### src/rtl/write_back_pkg.sv
// write_back_pkg: shared write-back select and register-index constants
package write_back_pkg;
  localparam logic WB_SEL_ALU = 1'b0;
  localparam logic WB_SEL_MEM = 1'b1;
  localparam logic [4:0] REG_ZERO = 5'd0;
endpackage

### src/rtl/pipe_reg.sv
// pipe_reg: pipeline boundary register with reset > flush > stall priority
module pipe_reg #(
  parameter int W = 1
) (
  input  logic         clk,
  input  logic         rst,
  input  logic         flush,
  input  logic         stall,
  input  logic [W-1:0] d,
  output logic [W-1:0] q
);
  // flush zeroes every field so a squashed entry carries no stale payload
  always_ff @(posedge clk)
    if (rst || flush) q <= '0;
    else if (!stall) q <= d;
endmodule

### src/rtl/write_back.sv
// write_back: MEM/WB register, write-back mux, x0-filtered write strobe and retire counter
module write_back
  import write_back_pkg::*;
#(
  parameter int XLEN  = 64,
  parameter int CNT_W = 64
) (
  input  logic             clk_i,
  input  logic             rst_i,
  input  logic             m_valid_i,
  input  logic [XLEN-1:0]  m_pc_i,
  input  logic [XLEN-1:0]  m_alu_result_i,
  input  logic [XLEN-1:0]  m_mem_rdata_i,
  input  logic             m_reg_wen_i,
  input  logic             m_reg_mux_i,
  input  logic [4:0]       m_reg_waddr_i,
  input  logic             w_stall_i,
  input  logic             w_flush_i,
  output logic             w_valid_o,
  output logic [XLEN-1:0]  w_pc_o,
  output logic             w_reg_wen_o,
  output logic [4:0]       w_reg_waddr_o,
  output logic [XLEN-1:0]  w_reg_wdata_o,
  output logic             w_fwd_valid_o,
  output logic [CNT_W-1:0] w_instret_o
);
  localparam int W = 3 * XLEN + 8;
  logic            r_valid, r_reg_wen, r_reg_mux;
  logic [XLEN-1:0] r_pc, r_alu, r_rdata;
  logic [4:0]      r_waddr;
  logic [W-1:0]    q;
  pipe_reg #(.W(W)) u_mem_wb (
    .clk  (clk_i),
    .rst  (rst_i),
    .flush(w_flush_i),
    .stall(w_stall_i),
    .d    ({m_valid_i, m_pc_i, m_alu_result_i, m_mem_rdata_i, m_reg_wen_i, m_reg_mux_i, m_reg_waddr_i}),
    .q    (q)
  );
  assign {r_valid, r_pc, r_alu, r_rdata, r_reg_wen, r_reg_mux, r_waddr} = q;
  assign w_valid_o     = r_valid;
  assign w_pc_o        = r_pc;
  assign w_reg_waddr_o = r_waddr;
  assign w_reg_wdata_o = (r_reg_mux == WB_SEL_MEM) ? r_rdata : r_alu;
  assign w_reg_wen_o   = r_valid && r_reg_wen && (r_waddr != REG_ZERO);
  assign w_fwd_valid_o = w_reg_wen_o;
  // an instruction retires on the edge it leaves the stage; a flushed one never does
  always_ff @(posedge clk_i)
    if (rst_i) w_instret_o <= '0;
    else if (r_valid && !w_stall_i && !w_flush_i) w_instret_o <= w_instret_o + CNT_W'(1);
endmodule

### config.mk
export PLATFORM = sky130hd
export DESIGN_NAME = write_back
export DESIGN_NICKNAME = d
export VERILOG_FILES = /design/src/rtl/write_back_pkg.sv /design/src/rtl/pipe_reg.sv /design/src/rtl/write_back.sv
export SDC_FILE = /design/constraint.sdc
export NUM_CORES = 1
export LEC_CHECK = 0
export ABC_AREA = 0
export CAP_MARGIN = 10
export CORE_MARGIN = 5
export CORE_UTILIZATION = 49
export DETAILED_ROUTE_END_ITERATION = 16
export PLACE_DENSITY = 0.86
export SYNTH_ARGS = -nofsm -noshare
export SYNTH_HDL_FRONTEND = slang
export SYNTH_SLANG_ARGS = --single-unit
### constraint.sdc
create_clock -name clk_i -period 3.02 [get_ports clk_i]
set_input_delay 0.302 -clock clk_i [delete_from_list [all_inputs] [get_ports clk_i]]
set_output_delay 0.302 -clock clk_i [all_outputs]
set_load 0.01 [all_outputs]
======== After elaboration in Yosys (flattened, before gate mapping) ========
Cells that the tools add are included.
word-level totals
  word-level logic and storage cells ...... 12
  input port bits ......................... 204
  bits in registers ....................... 264
operators by class
  reductions and logical operators ........ 8
  add/subtract/negate cells ............... 1
  multiplexer cells ....................... 1
operators by type and width
  operator                 count
  $add A64 B1 Y64 const B  1
  $mux W64                 1
  $reduce_bool A5 Y1       1
  $logic_and A1 B1 Y1      4
  $logic_not A1 Y1         2
  $logic_or A1 B1 Y1       1

======== Longest topological paths before layout ========
Gate-level depths: netlist (run 1).
  word-level depth ........................ 3
  gate-level depth with buffers ........... 7

======== Hierarchy ========
Synthesis (run 1) repeated with hierarchy kept, for this count alone.
second synthesis, totals
  cell total of the unflattened synthesis .. 1,089
  area, all modules ....................... 11,029.3 µm²
modules (own cells, without submodules)
  module      instances  cells each  area an instance (µm²)
  pipe_reg    1          645         7,203.2
  write_back  1          444         3,826.2

======== Worst setup path after synthesis (run 1) ========
No wires, ideal clock.
  path kind ............................... register to register
  start point ............................. register w_instret_o[0]
  end point ............................... register w_instret_o[58]
  buffers on the path ..................... 1
  data arrival time ....................... 1.977 ns
  clock period less this slack ............ 2.110 ns
  stages on the path, launching flop included .. 8
  data required time ...................... 2.888 ns
  setup slack ............................. 0.910 ns
  cells stage by stage .................... dfxtp_1 > ha_1 > nand4bb_4 > nor4_4 > nand3_2 > buf_2 > o41ai_1 > a21oi_1
on the way
  word-level cells in the longest chain between the ends .. 1
RTL lines
  element                   line              source
  start: declaration        write_back.sv:25  output logic [CNT_W-1:0] w_instret_o
  start signal: assignment  write_back.sv:50  else if (r_valid && !w_stall_i && !w_flush_i) w_instret_o <= w_instret_o + CNT_W'(1);
  $add A64 B1 Y64           write_back.sv:50
No other way between the ends.
A chain may end at the register's enable or synchronous reset.

======== Final worst setup path (run 1) ========
  start point ............................. register u_mem_wb.q[5]
  end point ............................... output port w_reg_wdata_o[54]
on the way
  word-level cells in the longest chain between the ends .. 1
RTL lines
  element                   line              source
  start: declaration        pipe_reg.sv:10    output logic [W-1:0] q
  start signal: assignment  pipe_reg.sv:14    if (rst || flush) q <= '0;
  start signal: assignment  pipe_reg.sv:15    else if (!stall) q <= d;
  $mux W64                  write_back.sv:44  assign w_reg_wdata_o = (r_reg_mux == WB_SEL_MEM) ? r_rdata : r_alu;
  end: declaration          write_back.sv:23  output logic [XLEN-1:0] w_reg_wdata_o,
No other way between the ends.

==> results of run 1 <==
[flip-flops by register name (all words and copies together) (netlist names)]
signal       flops
u_mem_wb.q     200
w_instret_o     64
[how the worst max path moves through the flow]
stage,end,slack (ns),cells after the start
after floorplan,w_instret_o[58]$_SDFFE_PP0P_,0.91,7
after global placement,w_instret_o[41]$_SDFFE_PP0P_,0.42,6
after detailed placement,w_instret_o[41]$_SDFFE_PP0P_,0.34,6
after CTS,w_reg_wdata_o[33],0.26,3
after global routing,w_reg_wdata_o[38],0.20,3
final,w_reg_wdata_o[54],0.26,3
[power breakdown]
group / switching, uW / internal (uW)
clock: 1400 / 2000
combinational: 328 / 508
sequential: 51.2 / 3570
[worst min-delay path, stage by stage]
cell and delay [ns]:
sky130_fd_sc_hd__buf_2 0.09, sky130_fd_sc_hd__or2_4 0.21, sky130_fd_sc_hd__nor2_1 0.06
[area by class of cell]
| class | instances | area (um2) | share of cell area, % |
|---|---|---|---|
| Sequential cell | 264 | 5286 | 33.03 |
| Multi-Input combinational cell | 746 | 5200 | 32.49 |
| Timing Repair Buffer | 418 | 4209 | 26.30 |
| Clock buffer | 43 | 878.3 | 5.487 |
| Tap cell | 285 | 356.6 | 2.228 |
| Clock inverter | 6 | 45.04 | 0.2814 |
| Inverter | 7 | 26.28 | 0.1642 |
| Antenna cell | 2 | 5.005 | 0.03127 |
[layer usage]
layer	vias to the layer above	routed length (um)	part of all wire (%)	global-route usage (%)
li1	4540	-	-	-
met3	60	3047	8.7	7.714
met4	6	769	2.2	6.651
met1	4501	12960	37	28.20
met5	-	41	0.12	0
met2	350	18130	52	46.20
[cells by family after synthesis]
group / count (synthesis) / synth area share, %
DFF: 264 / 46.84
and+or+nand+nor: 380 / 16.07
xor gates and xnor gates: 26 / 2.018
adders and majority gates: 1 / 0.1109
buffers and inverters: 142 / 7.087
AOI/OAI and AO/OA: 75 / 3.737
muxes: 264 / 24.13
[cells in the final DEF (no fill, tap or decap), types with 19 or more instances in the layout]
cell and n:
sky130_fd_sc_hd__nand4_1 25, sky130_fd_sc_hd__o21ai_0 20, sky130_fd_sc_hd__or3_1 22, sky130_fd_sc_hd__clkdlybuf4s50_1 401, sky130_fd_sc_hd__mux2_2 64, sky130_fd_sc_hd__mux2i_1 200
sky130_fd_sc_hd__dfxtp_1 263, sky130_fd_sc_hd__nor2_1 238, sky130_fd_sc_hd__xor2_1 20, sky130_fd_sc_hd__nand2_1 31, sky130_fd_sc_hd__clkbuf_16 29, sky130_fd_sc_hd__nand3_1 19
sky130_fd_sc_hd__a21oi_1 38
[stage by stage]
stage / power, uW / utilization [%] / worst slack [ns]
floorplan: 4088 / - / 0.9105
global placement: 4502 / 66.60 / 0.4172
detailed placement: 4522 / 66.60 / 0.3358
CTS: 7913 / 70.68 / 0.2551
global route: 8128 / 70.70 / 0.1954
finish: 7856 / 70.70 / 0.2611
==> impl_metrics.csv, run 1 <==
group,metric,value,unit
worst_setup_path,path_max_fanout,30,
power_and_ir_drop,power_leakage,0.006311,uW
synthesis,synth_top_area_share,46.84,%
routing,avgRoutedWirePerCell,19.73,um
synthesis,synth.avg_cell_area,9.793,um2
worst_setup_path,crit_path_cell_trace,"buf_12 > mux2_2 > clkdlybuf4s50_1",
worst_setup_path,crit_type,"register to output pin",
sta,worst-slew-pin-transition,1.125,ns
cts,cts.sink_count,264,
worst_setup_path,critPathTopFamily,"buffers and inverters",
synthesis,seq_area_frac_synth,46.84,%
synthesis,synth_top_area_cell,"sky130_fd_sc_hd__dfxtp_1",
sta,setup_viol_count_final,0,
placement,port-buffer-count,403,
floorplanning,initial_utilization,49.83,%
sta,maxSlewViolCount,0,
global_routing,grt_pass1_vias,9583,
worst_setup_path,critical_path.reg2reg.startpoint,"w_instret_o[7]$_SDFFE_PP0P_",
worst_setup_path,r2r_cells,5,
cts,cts-root-buf,"sky130_fd_sc_hd__clkbuf_16",
worst_setup_path,worst_setup_path_start_kind,"register",
floorplanning,vertical_die_dimension,161.7,um
floorplanning,fp.dieArea,0.02616,mm2
finish,syn_to_final_growth,41.88,%
worst_setup_path,crit_start,"u_mem_wb.q[5]$_SDFFE_PP0N_",
routing,drc_errors,0,
placement,dp.cells,1720,
routing,routed_via_density,5.340,
sta,hold_ws,0.1837,ns
flow_run,timing.max_cap.violations,0,
worst_setup_path,endpoint_kind,"output pin",
floorplanning,fp.coreArea,0.02264,mm2
synthesis,number_of_enable_flip_flop_cells_after_synthesis,0,
routing,detail_route.iter0.violations,738,
finish,proportion_of_layout_cells_with_a_drive_suffix_above_1,9.636,%
synthesis,synthTopCellsByCount,"sky130_fd_sc_hd__dfxtp_1, sky130_fd_sc_hd__nor2_1, sky130_fd_sc_hd__mux2i_1",
sta,layout_worst_path_cycle_share,91.35,%
sta,timing.final.hold_violations,0,
cts,clock_tree_from_tritoncts,"built",
worst_setup_path,critPathBufInv,2,
synthesis,syn_inst,1152,
routing,count_of_nets_left_with_antenna_violations_after_detail_routing,0,
synthesis,syn_nets,1357,
sta,rsz0062_at_grt,"no",
hold_path,hold_path.startpoint,"rst_i",
synthesis,postSynth.asyncResetShare,0,%
worst_setup_path,timing.rr.end,"w_instret_o[63]$_SDFFE_PP0P_",
global_routing,pin_count_of_the_biggest_net_entering_global_routing,114,
power_and_ir_drop,pwr_density_cell,490.8,mW/mm2
synthesis,synth_most_common_cell,"sky130_fd_sc_hd__dfxtp_1",
worst_setup_path,crit_slowest_cell,"sky130_fd_sc_hd__dfxtp_2",
worst_setup_path,worst_ep_required_time,2.72,ns
synthesis,synth.area.top_cells,"sky130_fd_sc_hd__dfxtp_1, sky130_fd_sc_hd__mux2i_1, sky130_fd_sc_hd__nor2_1",
sta,max_freq,362.5,MHz
cts,clk_latency_worst_skew_pair,0.54,ns
worst_setup_path,reg2reg_setup_slack,0.59,ns
finish,nNetsFinal,1671,
worst_setup_path,cp.arrival,2.46,ns
sta,period_minus_slack,2.759,ns
placement,placement.cell_area,0.01508,mm2
finish,finalInstanceArea,0.01601,mm2
synthesis,yosys.cell_types.count,39,
routing,first_pass_iters,5,
finish,filler_cell_count,1566,
cts,clk_pin_slew_worst_paths,0.06,ns
cts,cts-root-to-sink-buffers,3,
synthesis,synth.cell_area,0.01128,mm2
finish,layoutNonFillerInstCount,1771,
sta,timing.setup.tns,0,ns
synthesis,synth_flop_cell,"sky130_fd_sc_hd__dfxtp_1",
sta,max-slew-margin-rel,24.97,%
global_routing,initial_antenna_violation_count,5,
floorplanning,num_io_pins,404,
synthesis,yosys_warnings,0,
hold_path,holdCritPathClass,"input pin to register",
placement,detailedPlacementHpwl,24.76,mm
hold_path,hold_path_end,"u_mem_wb.q[13]$_SDFFE_PP0N_",
floorplanning,die-width,161.7,um
synthesis,ys_ff_latch,264,
power_and_ir_drop,worst_ir_drop_vdd,449.9,uV
global_routing,grt_first_pass_wirelength,53.27,mm
cts,postCtsResizedCells,0,
hold_path,whs_path_depth,3,
cts,htree_levels,1,
routing,via_count,9457,
cts,total_clock_buffers_created_by_cts,29,
run_status,status,"finished, final reports clean",
placement,globalplace.congestion,0.8727,
global_routing,grt_usage,25.10,%
cts,post_cts.repair.setup_buffers,0,
global_routing,grt_overflow_total,0,
routing,wl,34.95,mm
sta,fin_clk_skew,0.01123,ns
floorplanning,std_cell_rows,55,
cts,post_cts_hold_buffer_count,0,
worst_setup_path,cp_slowest_stage_delay,0.68,ns
Power figures use the tool's default switching activity.
==> inputs of run 2 (changes only) <==
--- a/config.mk
+++ b/config.mk
@@ -8,9 +8,10 @@
 export ABC_AREA = 0
 export CAP_MARGIN = 10
 export CORE_MARGIN = 5
-export CORE_UTILIZATION = 49
+export CORE_UTILIZATION = 50
+export CTS_BUF_LIST = sky130_fd_sc_hd__clkbuf_4
 export DETAILED_ROUTE_END_ITERATION = 16
-export PLACE_DENSITY = 0.86
+export PLACE_DENSITY = 0.88
 export SYNTH_ARGS = -nofsm -noshare
 export SYNTH_HDL_FRONTEND = slang
 export SYNTH_SLANG_ARGS = --single-unit
==> run 2 against run 1 <==
Sequential share of layout area increased by 0.18 points. Wire length decreased by 2.5%. Critical path type unchanged. Global-route usage increased by 0.28 points. Sequential power about the same. Sequential cell count unchanged. Cell count increased by 3.6%. Highest routed layer unchanged. Non-clock buffer count decreased by 6.
==> impl_metrics.csv, run 2 (synthesized netlist as in run 1, its figures left out) <==
group,metric,value,unit
run_status,status,"finished, final reports clean",
sta,period_minus_slack,2.744,ns
finish,highest_count_cells_in_the_layout_ignoring_fill_and_taps,"sky130_fd_sc_hd__clkdlybuf4s50_1, sky130_fd_sc_hd__dfxtp_1, sky130_fd_sc_hd__nor2_1, sky130_fd_sc_hd__mux2i_1, sky130_fd_sc_hd__clkbuf_4",
finish,finalInstanceArea,0.01592,mm2
routing,wl,34.08,mm
power_and_ir_drop,pwr-share-comb,10.8,%
power_and_ir_drop,seq_power_share,47.5,%
placement,dp_worst_setup_slack,0.3688,ns
floorplanning,die-width,160.2,um
worst_setup_path,crit_type,"register to output pin",
power_and_ir_drop,power_switching,1830,uW
finish,syn_to_final_growth,41.09,%
finish,largest_register_ffs,200,
power_and_ir_drop,share_clk_of_total_power,41.7,%
placement,placement.cell_area,0.01502,mm2
cts,post_cts.repair.setup_buffers,0,
routing,via_count,9839,
worst_setup_path,worst_setup_path_start_kind,"register",
global_routing,grt_first_pass_wirelength,52.92,mm
sta,worst-slew-pin-transition,1.137,ns
sta,max-slew-margin-rel,24.23,%
worst_setup_path,cp_slowest_stage_delay,0.56,ns
routing,first_pass_iters,5,
sta,final.setup.worst_slack,0.2757,ns
worst_setup_path,crit_path_cell_trace,"buf_12 > mux2_2 > clkdlybuf4s50_1",
routing,detail_route.iter0.violations,749,
sta,rsz0062_at_grt,"no",
global_routing,grt_pass1_vias,9933,
finish,nNetsFinal,1706,
power_and_ir_drop,p_int,5794,uW
finish,reg.largest.list,"u_mem_wb.q x200, w_instret_o x64",
routing,avgRoutedWirePerCell,18.57,um
sta,maxSlewViolCount,0,
finish,filler_cell_count,1573,
global_routing,initial_antenna_violation_count,6,
placement,port-buffer-count,403,
routing,count_of_nets_left_with_antenna_violations_after_detail_routing,0,
power_and_ir_drop,pwr_density_cell,478.9,mW/mm2
cts,clk_pin_slew_worst_paths,0.07,ns
routing,routed_via_density,5.362,
placement,globalplace.congestion,0.8702,
cts,total_clock_buffers_created_by_cts,70,
finish,mostFrequentLayoutCell,"sky130_fd_sc_hd__clkdlybuf4s50_1",
finish,proportion_of_layout_cells_with_a_drive_suffix_above_1,12.85,%
cts,cts-root-to-sink-buffers,3,
cts,cts.sink_count,264,
worst_setup_path,cp.arrival,2.44,ns
cts,post_cts_hold_buffer_count,0,
sta,setup_viol_count_final,0,
hold_path,holdCritPathClass,"input pin to register",
sta,timing.setup.tns,0,ns
sta,layout_worst_path_cycle_share,90.87,%
sta,fin_clk_skew,0.03615,ns
worst_setup_path,endpoint_kind,"output pin",
cts,postCtsResizedCells,0,
power_and_ir_drop,power_leakage,0.006345,uW
cts,cts-root-buf,"sky130_fd_sc_hd__clkbuf_4",
floorplanning,initial_utilization,50.29,%
global_routing,pin_count_of_the_biggest_net_entering_global_routing,117,
finish,largest_register,"u_mem_wb.q",
worst_setup_path,path_max_fanout,58,
worst_setup_path,crit_slowest_cell,"sky130_fd_sc_hd__clkdlybuf4s50_1",
placement,detailedPlacementHpwl,24.60,mm
floorplanning,fp.dieArea,0.02567,mm2
floorplanning,num_io_pins,404,
power_and_ir_drop,switching_share,24.00,%
worst_setup_path,worst_ep_required_time,2.72,ns
global_routing,grt_overflow_total,0,
floorplanning,std_cell_rows,55,
routing,drc_errors,0,
power_and_ir_drop,worst_ir_drop_vdd,406.6,uV
floorplanning,fp.coreArea,0.02243,mm2
flow_run,timing.max_cap.violations,0,
global_routing,grt_usage,25.38,%
cts,clock_tree_from_tritoncts,"built",
sta,hold_ws,0.06333,ns
cts,clk_latency_worst_skew_pair,0.66,ns
sta,timing.final.hold_violations,0,
sta,max_freq,364.4,MHz
cts,htree_levels,3,
finish,regArea,0.005286,mm2
floorplanning,vertical_die_dimension,160.2,um
finish,multiInputGateArea,0.005200,mm2
## run 2: area by class of cell
type,instances,area share [%]
Clock buffer,102,4.811
Multi-Input combinational cell,746,32.67
Antenna cell,1,0.01572
Timing Repair Buffer,412,26.08
Inverter,7,0.1651
Clock inverter,18,0.8096
Tap cell,285,2.240
Sequential cell,264,33.21
## run 2: stage by stage
step	utilization, %	instances	total power (uW)
6_report	70.95	1835	7624
5_1_grt	70.95	1835	7993
4_1_cts	70.94	1834	7722
3_5_place_dp	66.95	1714	4519
3_3_place_gp	66.95	1714	4498
2_1_floorplan	-	1152	4088
## run 2: metal layers
metal	global-route usage, %	up-vias	part of all wire, %
li1	-	4654	-
met1	26.92	4679	37
met2	44.74	399	50
met3	9.600	99	8.9
met4	11.54	8	4.0
met5	0	-	0.14
## run 2: critical path: cells and delay by family, from the launching register on
family / cells / cell delay, ns
buffers and inverters: 2 / 0.91
flip-flops: 1 / 0.47
multiplexers: 1 / 0.39
## run 2: worst paths after layout
check / from / endpoint / slack, ns / cells past startpoint
worst max-delay path: u_mem_wb.q[5]$_SDFFE_PP0N_ / w_reg_wdata_o[33] / 0.28 / 3
worst min-delay path: w_stall_i / u_mem_wb.q[168]$_SDFFE_PP0N_ / 0.06 / 3
worst max register to register: w_instret_o[0]$_SDFFE_PP0P_ / w_instret_o[46]$_SDFFE_PP0P_ / 0.60 / 6
worst min register to register: w_instret_o[63]$_SDFFE_PP0P_ / w_instret_o[63]$_SDFFE_PP0P_ / 0.49 / 2
## run 2: power by group through the flow
| stage | combinational, uW | sequential, uW | clock [uW] |
|---|---|---|---|
| 6_report | 826 | 3620 | 3180 |
| 3_5_place_dp | 824 | 3690 | 0 |
| 3_3_place_gp | 808 | 3690 | 0 |
| 4_1_cts | 830 | 3620 | 3270 |
| 2_1_floorplan | 410 | 3680 | 0 |
| 5_1_grt | 879 | 3630 | 3490 |
==> inputs of run 3 (changes only) <==
--- a/config.mk
+++ b/config.mk
@@ -6,6 +6,7 @@
 export NUM_CORES = 1
 export LEC_CHECK = 0
 export ABC_AREA = 0
+export ABC_CLOCK_PERIOD_IN_PS = 3020
 export CAP_MARGIN = 10
 export CORE_MARGIN = 5
 export CORE_UTILIZATION = 50
==> results of run 3 <==
Final layout, timing and power as in run 2 (identical DEF).
